[config.mk]
export PLATFORM = sky130hd
export DESIGN_NAME = ctrl_sequencer
export DESIGN_NICKNAME = d
export VERILOG_FILES = /design/src/rtl/ctrl_pkg.sv /design/src/rtl/beat_gen.sv /design/src/rtl/ctrl_sequencer.sv
export SDC_FILE = /design/constraint.sdc
export NUM_CORES = 1
export LEC_CHECK = 0
export BUFFER_PORTS_ARGS = -buffer_cell sky130_fd_sc_hd__buf_2
export CAP_MARGIN = 10
export CORE_AREA = 2 2 53 55
export CTS_CLUSTER_DIAMETER = 40
export DETAILED_ROUTE_END_ITERATION = 7
export DIE_AREA = 0 0 55 57
export PLACE_DENSITY = 0.83
export SLEW_MARGIN = 40
export SYNTH_ARGS = -nofsm -noshare
export SYNTH_HDL_FRONTEND = slang
export SYNTH_SLANG_ARGS = --single-unit
export TNS_END_PERCENT = 20
[constraint.sdc]
create_clock -name clk -period 4.66 [get_ports clk]
set_input_delay 1.398 -clock clk [delete_from_list [all_inputs] [get_ports clk]]
set_output_delay 1.398 -clock clk [all_outputs]
set_load 0.02 [all_outputs]
[src/rtl/ctrl_pkg.sv]
// Shared constants for the console/instruction sequencer: opcodes, console modes,
// FSM states and the bit layout of the packed control word.
package ctrl_pkg;

    typedef enum logic [1:0] {
        ST_IDLE = 2'd0,
        ST_RUN  = 2'd1,
        ST_HALT = 2'd2
    } state_e;

    typedef enum logic [1:0] {
        LEN_SHORT  = 2'd0,
        LEN_NORMAL = 2'd1,
        LEN_LONG   = 2'd2
    } ilen_e;

    localparam logic [2:0] MODE_RUN  = 3'b000;
    localparam logic [2:0] MODE_WMEM = 3'b001;
    localparam logic [2:0] MODE_RMEM = 3'b010;
    localparam logic [2:0] MODE_RREG = 3'b011;
    localparam logic [2:0] MODE_WREG = 3'b100;

    localparam logic [3:0] OP_NOP = 4'b0000;
    localparam logic [3:0] OP_ADD = 4'b0001;
    localparam logic [3:0] OP_SUB = 4'b0010;
    localparam logic [3:0] OP_AND = 4'b0011;
    localparam logic [3:0] OP_INC = 4'b0100;
    localparam logic [3:0] OP_LD  = 4'b0101;
    localparam logic [3:0] OP_ST  = 4'b0110;
    localparam logic [3:0] OP_JC  = 4'b0111;
    localparam logic [3:0] OP_JZ  = 4'b1000;
    localparam logic [3:0] OP_JMP = 4'b1001;
    localparam logic [3:0] OP_XOR = 4'b1010;
    localparam logic [3:0] OP_DEC = 4'b1011;
    localparam logic [3:0] OP_STP = 4'b1110;

    // Control word, MSB first: drw pcinc lpc lar pcadd arinc selctl memw lir ldz ldc cin s[3:0] m abus sbus mbus sel[3:0]
    localparam int CTL_W      = 24;
    localparam int CTL_SEL    = 0;
    localparam int CTL_MBUS   = 4;
    localparam int CTL_SBUS   = 5;
    localparam int CTL_ABUS   = 6;
    localparam int CTL_M      = 7;
    localparam int CTL_S      = 8;
    localparam int CTL_CIN    = 12;
    localparam int CTL_LDC    = 13;
    localparam int CTL_LDZ    = 14;
    localparam int CTL_LIR    = 15;
    localparam int CTL_MEMW   = 16;
    localparam int CTL_SELCTL = 17;
    localparam int CTL_ARINC  = 18;
    localparam int CTL_PCADD  = 19;
    localparam int CTL_LAR    = 20;
    localparam int CTL_LPC    = 21;
    localparam int CTL_PCINC  = 22;
    localparam int CTL_DRW    = 23;

    // Undefined opcodes fall into the short class so they behave as NOP.
    function automatic ilen_e op_len(input logic [3:0] op);
        ilen_e len;
        case (op)
            OP_LD, OP_ST: len = LEN_LONG;
            OP_ADD, OP_SUB, OP_AND, OP_INC, OP_JC, OP_JZ,
            OP_JMP, OP_XOR, OP_DEC, OP_STP: len = LEN_NORMAL;
            default: len = LEN_SHORT;
        endcase
        return len;
    endfunction

endpackage

[src/rtl/beat_gen.sv]
// One-hot beat ring W1..Wn: ends after W1 (short), W2 (normal), W3 (long) or W4 (len4),
// and parks on W1 while hold is high.
module beat_gen #(
    parameter int NBEAT = 3
) (
    input  logic             clk,
    input  logic             clr,
    input  logic             hold,
    input  logic             short_i,
    input  logic             long_i,
    input  logic             len4_i,
    output logic [NBEAT-1:0] beat,
    output logic             last
);

    logic [NBEAT-1:0] beat_q, beat_d;

    always_comb begin
        last = 1'b0;
        if (beat_q[0] && short_i) last = 1'b1;
        if (beat_q[1] && !long_i && !len4_i) last = 1'b1;
        if (beat_q[2] && !len4_i) last = 1'b1;
        if (beat_q[NBEAT-1]) last = 1'b1;

        beat_d = {beat_q[NBEAT-2:0], 1'b0};
        if (hold || last) beat_d = {{(NBEAT-1){1'b0}}, 1'b1};
    end

    always_ff @(posedge clk or negedge clr) begin
        if (!clr) beat_q <= {{(NBEAT-1){1'b0}}, 1'b1};
        else      beat_q <= beat_d;
    end

    assign beat = beat_q;

endmodule

[src/rtl/ctrl_sequencer.sv]
// Hardwired console/instruction sequencer: console register/memory modes, program
// fetch/execute, and a halt state that only clr leaves.
module ctrl_sequencer
    import ctrl_pkg::*;
#(
    parameter int OPW   = 4,
    parameter int NBEAT = 3
) (
    input  logic             clk,
    input  logic             clr,
    input  logic             qd,
    input  logic [2:0]       sw,
    input  logic [OPW-1:0]   ir,
    input  logic             c,
    input  logic             z,
    output logic [NBEAT-1:0] beat,
    output logic             st0,
    output logic [CTL_W-1:0] ctl,
    output logic             stop,
    output logic             halted
);

    state_e     state_q, state_d;
    logic [2:0] mode_q, mode_d;
    logic       st0_q, st0_d;
    logic [1:0] reg_idx_q, reg_idx_d;
    logic [3:0] op;
    logic       seq_short, seq_long, beat_last;

    assign op = ir[OPW-1:OPW-4];

    always_comb begin
        seq_short = 1'b0;
        seq_long  = 1'b0;
        case (mode_q)
            MODE_WREG, MODE_RREG: ;
            MODE_RUN: begin
                if (!st0_q) seq_short = 1'b1;
                else begin
                    case (op_len(op))
                        LEN_SHORT: seq_short = 1'b1;
                        LEN_LONG:  seq_long  = 1'b1;
                        default:   ;
                    endcase
                end
            end
            default: seq_short = 1'b1;
        endcase
    end

    beat_gen #(.NBEAT(NBEAT)) u_beat_gen (
        .clk     (clk),
        .clr     (clr),
        .hold    (state_q != ST_RUN),
        .short_i (seq_short),
        .long_i  (seq_long),
        .len4_i  (1'b0),
        .beat    (beat),
        .last    (beat_last)
    );

    always_comb begin
        state_d   = state_q;
        mode_d    = mode_q;
        st0_d     = st0_q;
        reg_idx_d = reg_idx_q;
        case (state_q)
            ST_IDLE: begin
                if (qd) begin
                    state_d = ST_RUN;
                    mode_d  = sw;
                    if (sw != mode_q) begin
                        st0_d     = 1'b0;
                        reg_idx_d = 2'd0;
                    end
                end
            end
            ST_RUN: begin
                if (mode_q == MODE_RUN && st0_q && beat[1] && op == OP_STP) begin
                    state_d = ST_HALT;
                end else if (beat_last) begin
                    if (mode_q == MODE_RUN) begin
                        st0_d = 1'b1;
                    end else begin
                        state_d = ST_IDLE;
                        // write-reg alternates st0 so register pairs repeat the set-up decode
                        if (mode_q == MODE_WREG) begin
                            st0_d     = !st0_q;
                            reg_idx_d = reg_idx_q + 2'd1;
                        end else begin
                            st0_d = 1'b1;
                        end
                    end
                end
            end
            default: ;
        endcase
    end

    always_ff @(posedge clk or negedge clr) begin
        if (!clr) begin
            state_q   <= ST_IDLE;
            mode_q    <= MODE_RUN;
            st0_q     <= 1'b0;
            reg_idx_q <= 2'd0;
        end else begin
            state_q   <= state_d;
            mode_q    <= mode_d;
            st0_q     <= st0_d;
            reg_idx_q <= reg_idx_d;
        end
    end

    always_comb begin
        ctl = '0;
        if (state_q == ST_RUN) begin
            case (mode_q)
                MODE_WREG: begin
                    ctl[CTL_SELCTL]   = 1'b1;
                    ctl[CTL_SBUS]     = 1'b1;
                    ctl[CTL_SEL +: 4] = {reg_idx_q, 2'b00};
                    ctl[CTL_DRW]      = beat[1];
                end
                MODE_RREG: begin
                    ctl[CTL_SELCTL]   = 1'b1;
                    ctl[CTL_SEL +: 4] = beat[1] ? 4'b1011 : 4'b0001;
                end
                MODE_WMEM: begin
                    ctl[CTL_SBUS]  = 1'b1;
                    ctl[CTL_LAR]   = !st0_q;
                    ctl[CTL_MEMW]  = st0_q;
                    ctl[CTL_ARINC] = st0_q;
                end
                MODE_RMEM: begin
                    ctl[CTL_SBUS]  = !st0_q;
                    ctl[CTL_LAR]   = !st0_q;
                    ctl[CTL_MBUS]  = st0_q;
                    ctl[CTL_ARINC] = st0_q;
                end
                MODE_RUN: begin
                    if (!st0_q) begin
                        ctl[CTL_LPC]  = 1'b1;
                        ctl[CTL_SBUS] = 1'b1;
                    end else if (beat[0]) begin
                        ctl[CTL_LIR]   = 1'b1;
                        ctl[CTL_PCINC] = 1'b1;
                    end else if (beat[1]) begin
                        case (op)
                            OP_ADD: begin
                                ctl[CTL_S +: 4] = 4'b1001;
                                ctl[CTL_CIN] = 1'b1; ctl[CTL_ABUS] = 1'b1; ctl[CTL_DRW] = 1'b1;
                                ctl[CTL_LDZ] = 1'b1; ctl[CTL_LDC]  = 1'b1;
                            end
                            OP_SUB: begin
                                ctl[CTL_S +: 4] = 4'b0110;
                                ctl[CTL_ABUS] = 1'b1; ctl[CTL_DRW] = 1'b1;
                                ctl[CTL_LDZ]  = 1'b1; ctl[CTL_LDC] = 1'b1;
                            end
                            OP_AND: begin
                                ctl[CTL_S +: 4] = 4'b1011; ctl[CTL_M] = 1'b1;
                                ctl[CTL_ABUS] = 1'b1; ctl[CTL_DRW] = 1'b1; ctl[CTL_LDZ] = 1'b1;
                            end
                            OP_INC: begin
                                ctl[CTL_S +: 4] = 4'b0000;
                                ctl[CTL_ABUS] = 1'b1; ctl[CTL_DRW] = 1'b1;
                                ctl[CTL_LDZ]  = 1'b1; ctl[CTL_LDC] = 1'b1;
                            end
                            OP_LD: begin
                                ctl[CTL_S +: 4] = 4'b1010; ctl[CTL_M] = 1'b1;
                                ctl[CTL_ABUS] = 1'b1; ctl[CTL_LAR] = 1'b1;
                            end
                            OP_ST: begin
                                ctl[CTL_S +: 4] = 4'b1111; ctl[CTL_M] = 1'b1;
                                ctl[CTL_ABUS] = 1'b1; ctl[CTL_LAR] = 1'b1;
                            end
                            OP_JC:  ctl[CTL_PCADD] = c;
                            OP_JZ:  ctl[CTL_PCADD] = z;
                            OP_JMP: begin
                                ctl[CTL_S +: 4] = 4'b1111; ctl[CTL_M] = 1'b1;
                                ctl[CTL_ABUS] = 1'b1; ctl[CTL_LPC] = 1'b1;
                            end
                            OP_XOR: begin
                                ctl[CTL_S +: 4] = 4'b0110; ctl[CTL_M] = 1'b1;
                                ctl[CTL_ABUS] = 1'b1; ctl[CTL_DRW] = 1'b1; ctl[CTL_LDZ] = 1'b1;
                            end
                            OP_DEC: begin
                                ctl[CTL_S +: 4] = 4'b1111;
                                ctl[CTL_ABUS] = 1'b1; ctl[CTL_DRW] = 1'b1;
                                ctl[CTL_LDZ]  = 1'b1; ctl[CTL_LDC] = 1'b1;
                            end
                            default: ;
                        endcase
                    end else if (beat[2]) begin
                        case (op)
                            OP_LD: begin
                                ctl[CTL_MBUS] = 1'b1;
                                ctl[CTL_DRW]  = 1'b1;
                            end
                            OP_ST: begin
                                ctl[CTL_S +: 4] = 4'b1010; ctl[CTL_M] = 1'b1;
                                ctl[CTL_ABUS] = 1'b1; ctl[CTL_MEMW] = 1'b1;
                            end
                            default: ;
                        endcase
                    end
                end
                default: ;
            endcase
        end
    end

    // stop and halted together reveal the FSM state: neither set means RUN
    assign stop   = (state_q == ST_IDLE);
    assign halted = (state_q == ST_HALT);
    assign st0    = st0_q;

endmodule
* Word-level counts from Yosys, hierarchy flattened
Memory sizes are Yosys's and may differ from the RTL's.
Cells that the tools add are included.
** Word-level totals
- Word-level logic and storage cells :: 139
- Memory bits (read-only) :: 32
- Output and inout bits :: 30
- Memories kept :: 1
- Bits of input ports :: 12
- Register bits after elaboration :: 11
** Memories
- (no name shown) :: words 16, width 2, read ports 1, clocked after memory_dff 0, write ports 0, RTL line ctrl_pkg.sv:61 : case (op)
** Operators by class
- Equality and inequality tests :: 29
- Mux-type cells :: 77
- Reductions and logical operators :: 26
- $add $sub $neg :: 1
** Operators by type and width (number)
- 2-to-1 mux 1 bit :: 38
- 2-to-1 mux 2 bit :: 15
- 2-to-1 mux 24 bit :: 1
- == test 4 bit, second input constant :: 5
- one-hot mux 4 bit (5 select lines) :: 1
- 2-to-1 mux 6 bit :: 3
- == test 4 x 3 -> 1 bit, second input constant :: 4
- one-hot mux 1 bit (2 select lines) :: 7
- 2-to-1 mux 3 bit :: 4
- 2-to-1 mux 11 bit :: 1
- 2-to-1 mux 10 bit :: 1
- inequality test 2 bit, second input constant :: 5
- OR reduction 2 bit :: 5
- 2-to-1 mux 9 bit :: 1
- OR reduction 9 bit :: 1
- == test 4 x 2 -> 1 bit, second input constant :: 2
- one-hot mux 2 bit (2 select lines) :: 2
- one-hot mux 4 bit (2 select lines) :: 1
- AND reduction 7 bit :: 1
- == test 3 x 2 -> 1 bit, second input constant :: 2
- inequality test 3 bit, second input constant :: 2
- OR reduction 6 bit :: 1
- logical AND 1 bit :: 5
- AND reduction 5 bit :: 1
- other kinds (20) :: 24

* Longest topological paths before layout
An unclocked memory read counts as a cell.
- Depth in word-level cells :: 14
- Depth in mapped cells :: 8
- Mapped depth without buffers :: 8

* By module
A second synthesis with hierarchy kept.
** Unflattened totals
- Cells, all modules :: 162
- Area total of the unflattened synthesis :: 1256.2 um2
** Modules (own cells, without submodules)
- ctrl_sequencer :: times used 1, cells each 152, area each 1118.6 um2, sequential area each 200.2 um2
- beat_gen :: times used 1, cells each 10, area each 137.6 um2, sequential area each 76.3 um2

* Worst setup path before layout
OpenSTA, ideal clock, no wires.
- Path kind :: input port to output port
- From :: in ir[0]
- To :: out ctl[16]
- Stages on the path :: 6
- Required time :: 3.262 ns
- Path slack :: 0.051 ns
- Arrival time :: 3.211 ns
- Buffers on the path :: 1
- Cell sequence :: inv_1 -> ha_1 -> bufbuf_16 -> and3_1 -> nand3_1 -> a2111oi_0
** On the way
- Longest elaborated chain between the ends :: 8
** Ends and longest elaborated chain
- from (decl) :: RTL line ctrl_sequencer.sv:13 : input logic [OPW-1:0] ir,
- == test 4 x 3 -> 1 bit :: RTL line ctrl_sequencer.sv:194 : case (op)
- 2-to-1 mux 1 bit :: RTL line ctrl_sequencer.sv:194
- 2-to-1 mux 1 bit :: RTL line ctrl_sequencer.sv:193 : end else if (beat[2]) begin
- 2-to-1 mux 1 bit :: RTL line ctrl_sequencer.sv:147 : end else if (beat[1]) begin
- 2-to-1 mux 1 bit :: RTL line ctrl_sequencer.sv:144 : end else if (beat[0]) begin
- 2-to-1 mux 11 bit :: RTL line ctrl_sequencer.sv:141 : if (!st0_q) begin
- one-hot mux 1 bit (2 select lines) :: RTL line ctrl_sequencer.sv:117 : case (mode_q)
- 2-to-1 mux 24 bit :: RTL line ctrl_sequencer.sv:116 : if (state_q == ST_RUN) begin
- to (decl) :: RTL line ctrl_sequencer.sv:18 : output logic [CTL_W-1:0] ctl,
No other way between the ends.

* Worst setup path after layout
- From :: in ir[2]
- To :: out ctl[20]
** On the way
- Longest elaborated chain between the ends :: 8
- Elaborated cells on any way between the ends :: 9
- Those cells by class :: 2 x eq/ne; 6 x mux; 1 x reduce/logical
** Ends and longest elaborated chain
- == test 4 x 3 -> 1 bit :: RTL line ctrl_sequencer.sv:148 : case (op)
- OR reduction 2 bit (no source line) (*)
- 2-to-1 mux 1 bit (*) :: RTL line ctrl_sequencer.sv:148
- 2-to-1 mux 3 bit (*) :: RTL line ctrl_sequencer.sv:147
- 2-to-1 mux 3 bit (*) :: RTL line ctrl_sequencer.sv:144
- 2-to-1 mux 2 bit (*) :: RTL line ctrl_sequencer.sv:141
- one-hot mux 1 bit (2 select lines) (*) :: RTL line ctrl_sequencer.sv:117
- 2-to-1 mux 24 bit (*) :: RTL line ctrl_sequencer.sv:116
Mark *: on every way between the ends. The rest lies on a longest branch, timed or not.

==> metrics.md <==
| Metric | Value |
|---|---|
| Status | `finished, final reports clean` |
| Max Clock Skew | `~0.0089 ns` |
| Arrival @ worst endpoint | `2.98 ns` |
| TritonCTS clock tree | `yes` |
| Clock buffer depth | `2` |
| Power Dens Cells | `around 500 nW/um^2` |
| Total number of vias | `between 1000 and 1500` |
| GRT Util Overall | `between 10% and 20%` |
| Synth Register Bits | `11` |
| Max Slew Vio Count | `0` |
| Dpl ws | `approximately 0.35 ns` |
| DR vias/cell | `approximately 5.5` |
| Post-CTS resize count | `0` |
| Synth warnings | `0` |
| Worst setup EP type | `primary output` |
| Dpl hpwl | `~2300 um` |
| # nets final | `204` |
| Number of CTS-inserted buffers | `3` |
| Crit path max fanout | `13` |
| Initial Utilization | `between 40% and 50%` |
| Row count | `19` |
| Relative slew slack | `between 60% and 70%` |
| Share of cells above drive strength 1 | `~34%` |
| Critical path's slowest cell | `a2111oi_0` |
| Pwr Total | `approximately 0.00070 W` |
| Initial DRC count | `29` |
| Setup TNS | `0 ns` |
| Detailed Routing Iterations Pass 1 | `4` |
| Residual antenna-violating net count after detailed routing | `0` |
| IO buf count | `between 40 and 50` |
| Antenna fix cells | `0` |
| MaxCap Viol Count | `0` |
| CTS root buffer | `clkbuf_4` |
| H-tree Lvls | `1` |
| Final WL | `2810 um` |
| Final worst-path cycle share | `a little over nine tenths` |
| Core footprint | `between 2000 and 3000 sq um` |
| Setup-failing EPs final | `0` |
| Peak supply drop | `roughly 0.36 mV` |
| Remaining DRCs | `0` |
| Cts hold-fix bufs | `0` |
| Final Hold Viols | `0` |
| Area Overhead vs Synth | `14.5%` |
| Required time worst endpoint | `3.26 ns` |
| WL per Instance | `around 13 um` |
| Share of the yosys chip area belonging to registers | `~22%` |
| Number of flops mapped to enable cells by yosys | `0` |
| Worst skew pair latency | `approximately 0.28 ns` |
| Crit path buffers/inverters | `3` |
| Least-Margin Pin Slew | `slightly above 0.5 ns` |
| Cells after Synth | `between 150 and 200` |
| Largest net degree at the start of global routing | `14` |
| First-pass GRT wire length | `about 4500 um` |
| Setup WS post-layout | `between 0.2 and 0.3 ns` |
| Ports | `between 40 and 50` |
| Worst setup SP type | `input port` |
| Synth Flop Type | `dfrtp_1` |
| Critical path's most frequent cell | `buf_2` |
| Synth Cell Area | `1230 sq um` |
| Clk sinks | `11` |
| Placed Instances | `around 210` |
| Fraction of registers with async set/reset | `between 90% and 100%` |
| Crit path max-delay family | `compound AO/OA/AOI/OAI gates` |
| Mean Syn Cell Area | `8.09 sq um` |
| Vias in the first global route | `1020` |
| Kind of critical path | `input port to primary output` |
| Filler Cell Count | `about 260` |
| Die X | `between 50 and 60 um` |
| Final min period | `between 4 and 5 ns` |
| Syn_nets | `~170` |
| Post-Route Utilization | `about 54%` |
| Full die area | `3140 sq um` |
| Remaining global-route overflow | `0` |
| Worst path max stage delay | `0.44 ns` |
| Min-Delay Path Class | `flop to flop` |
| P_leak | `between 0.7 and 0.8 nW` |
| Fmax | `~0.23 GHz` |
| Worst-path cell chain | `buf_2 > nor2b_1 > o21ai_0 > inv_1 > a31oi_1 > a2111oi_0 > buf_2` |
| Clock transition at path regs | `around 0.06 ns` |
| Post-CTS setup buffer count | `0` |
| Antenna violations before repair | `0` |
| Count of cell types in the netlist | `52` |
| Unrepaired setup endpoints after global routing | `no` |
| Non-Filler Instances | `between 200 and 250` |
| Die Ht | `about 57 um` |
| GP Congestion | `about 0.83` |
## flip-flops by register name, indices dropped and copies added (netlist names)
signal,flops
mode_q,3
state_q,2
u_beat_gen.beat,3
reg_idx_q,2
st0,1
## cell usage in the layout, fill, tap and decap left out, types with 6 or more instances in the layout
master,Yosys,routed
nand3_1,8,8
a21oi_1,11,11
nor2_1,20,20
nand2_1,11,11
dfrtp_1,10,10
buf_2,1,41
inv_1,8,8
o21ai_0,6,6
nor2b_1,7,7
## power breakdown
part | switching [W] | internal (W) | total, W
sequential | 0.0000945 | 0.000131 | 0.000226
clock | 0.0000339 | 0.0000333 | 0.0000672
combinational | 0.000232 | 0.000179 | 0.000410
## path summary, 6_finish.rpt
check,start,endpoint,slack [ns],depth (start not counted)
worst max-delay path,ir[2],ctl[20],0.29,7
worst min register to register,reg_idx_q[1]$_DFFE_PN0P_,reg_idx_q[1]$_DFFE_PN0P_,0.50,1
worst min-delay path,reg_idx_q[1]$_DFFE_PN0P_,reg_idx_q[1]$_DFFE_PN0P_,0.50,1
min in group asynchronous,clr,mode_q[1]$_DFFE_PN0P_,0.97,1
max in group asynchronous,clr,u_beat_gen.beat[0]$_DFF_PN1_,3.41,1
worst max register to register,mode_q[0]$_DFFE_PN0P_,st0$_DFFE_PN0P_,2.36,5
## kinds of logic after synthesis
| group | Yosys count | synth area share [%] |
|---|---|---|
| AOI/OAI and AO/OA | 37 | 21.8 |
| buffers and inverters | 21 | 11.4 |
| muxes | 5 | 4.68 |
| and+or+nand+nor | 70 | 32.8 |
| adders and majority gates | 4 | 4.07 |
| xor gates and xnor gates | 4 | 2.85 |
| DFF | 11 | 22.5 |
## per-layer routing
| metal | GRT usage [%] | up-vias | wire length, um |
|---|---|---|---|
| li1 | - | 606 | - |
| met1 | 27.5 | 527 | 1300 |
| met2 | 28.7 | 60 | 1200 |
| met3 | 2.62 | 5 | 238 |
| met4 | 10.1 | 0 | 66 |
| met5 | 0 | - | 0 |
## metrics by stage
step	instance area [sq um]	hold WS, ns
4_1_cts	1410	0.496
2_1_floorplan	1230	0.453
3_5_place_dp	1380	0.484
6_report	1410	0.497
3_3_place_gp	1380	0.487
5_1_grt	1410	0.524
## cells in the mapped netlist (4+ instances only)
| cell | count | share of area, % |
|---|---|---|
| inv_1 | 8 | 2.4 |
| nand2_1 | 11 | 3.4 |
| nor2_1 | 20 | 6.1 |
| xnor2_1 | 4 | 2.8 |
| and3_1 | 4 | 2.0 |
| dfrtp_1 | 10 | 20 |
| o21ai_0 | 6 | 2.4 |
| nor2b_1 | 7 | 3.6 |
| ha_1 | 4 | 4.1 |
| a21oi_1 | 11 | 4.5 |
| clkbuf_1 | 4 | 1.2 |
| nand3_1 | 8 | 3.3 |
## final cells by class
class / count / area [sq um] / share of cell area (%)
multi-input combinational: 120 / 813 / 57.7
sequential: 11 / 277 / 19.6
inverter: 9 / 33.8 / 2.40
timing repair buffer: 43 / 220 / 15.6
clock buffer: 4 / 26.3 / 1.87
tap: 31 / 38.8 / 2.75
Power figures use the tool's default switching activity.
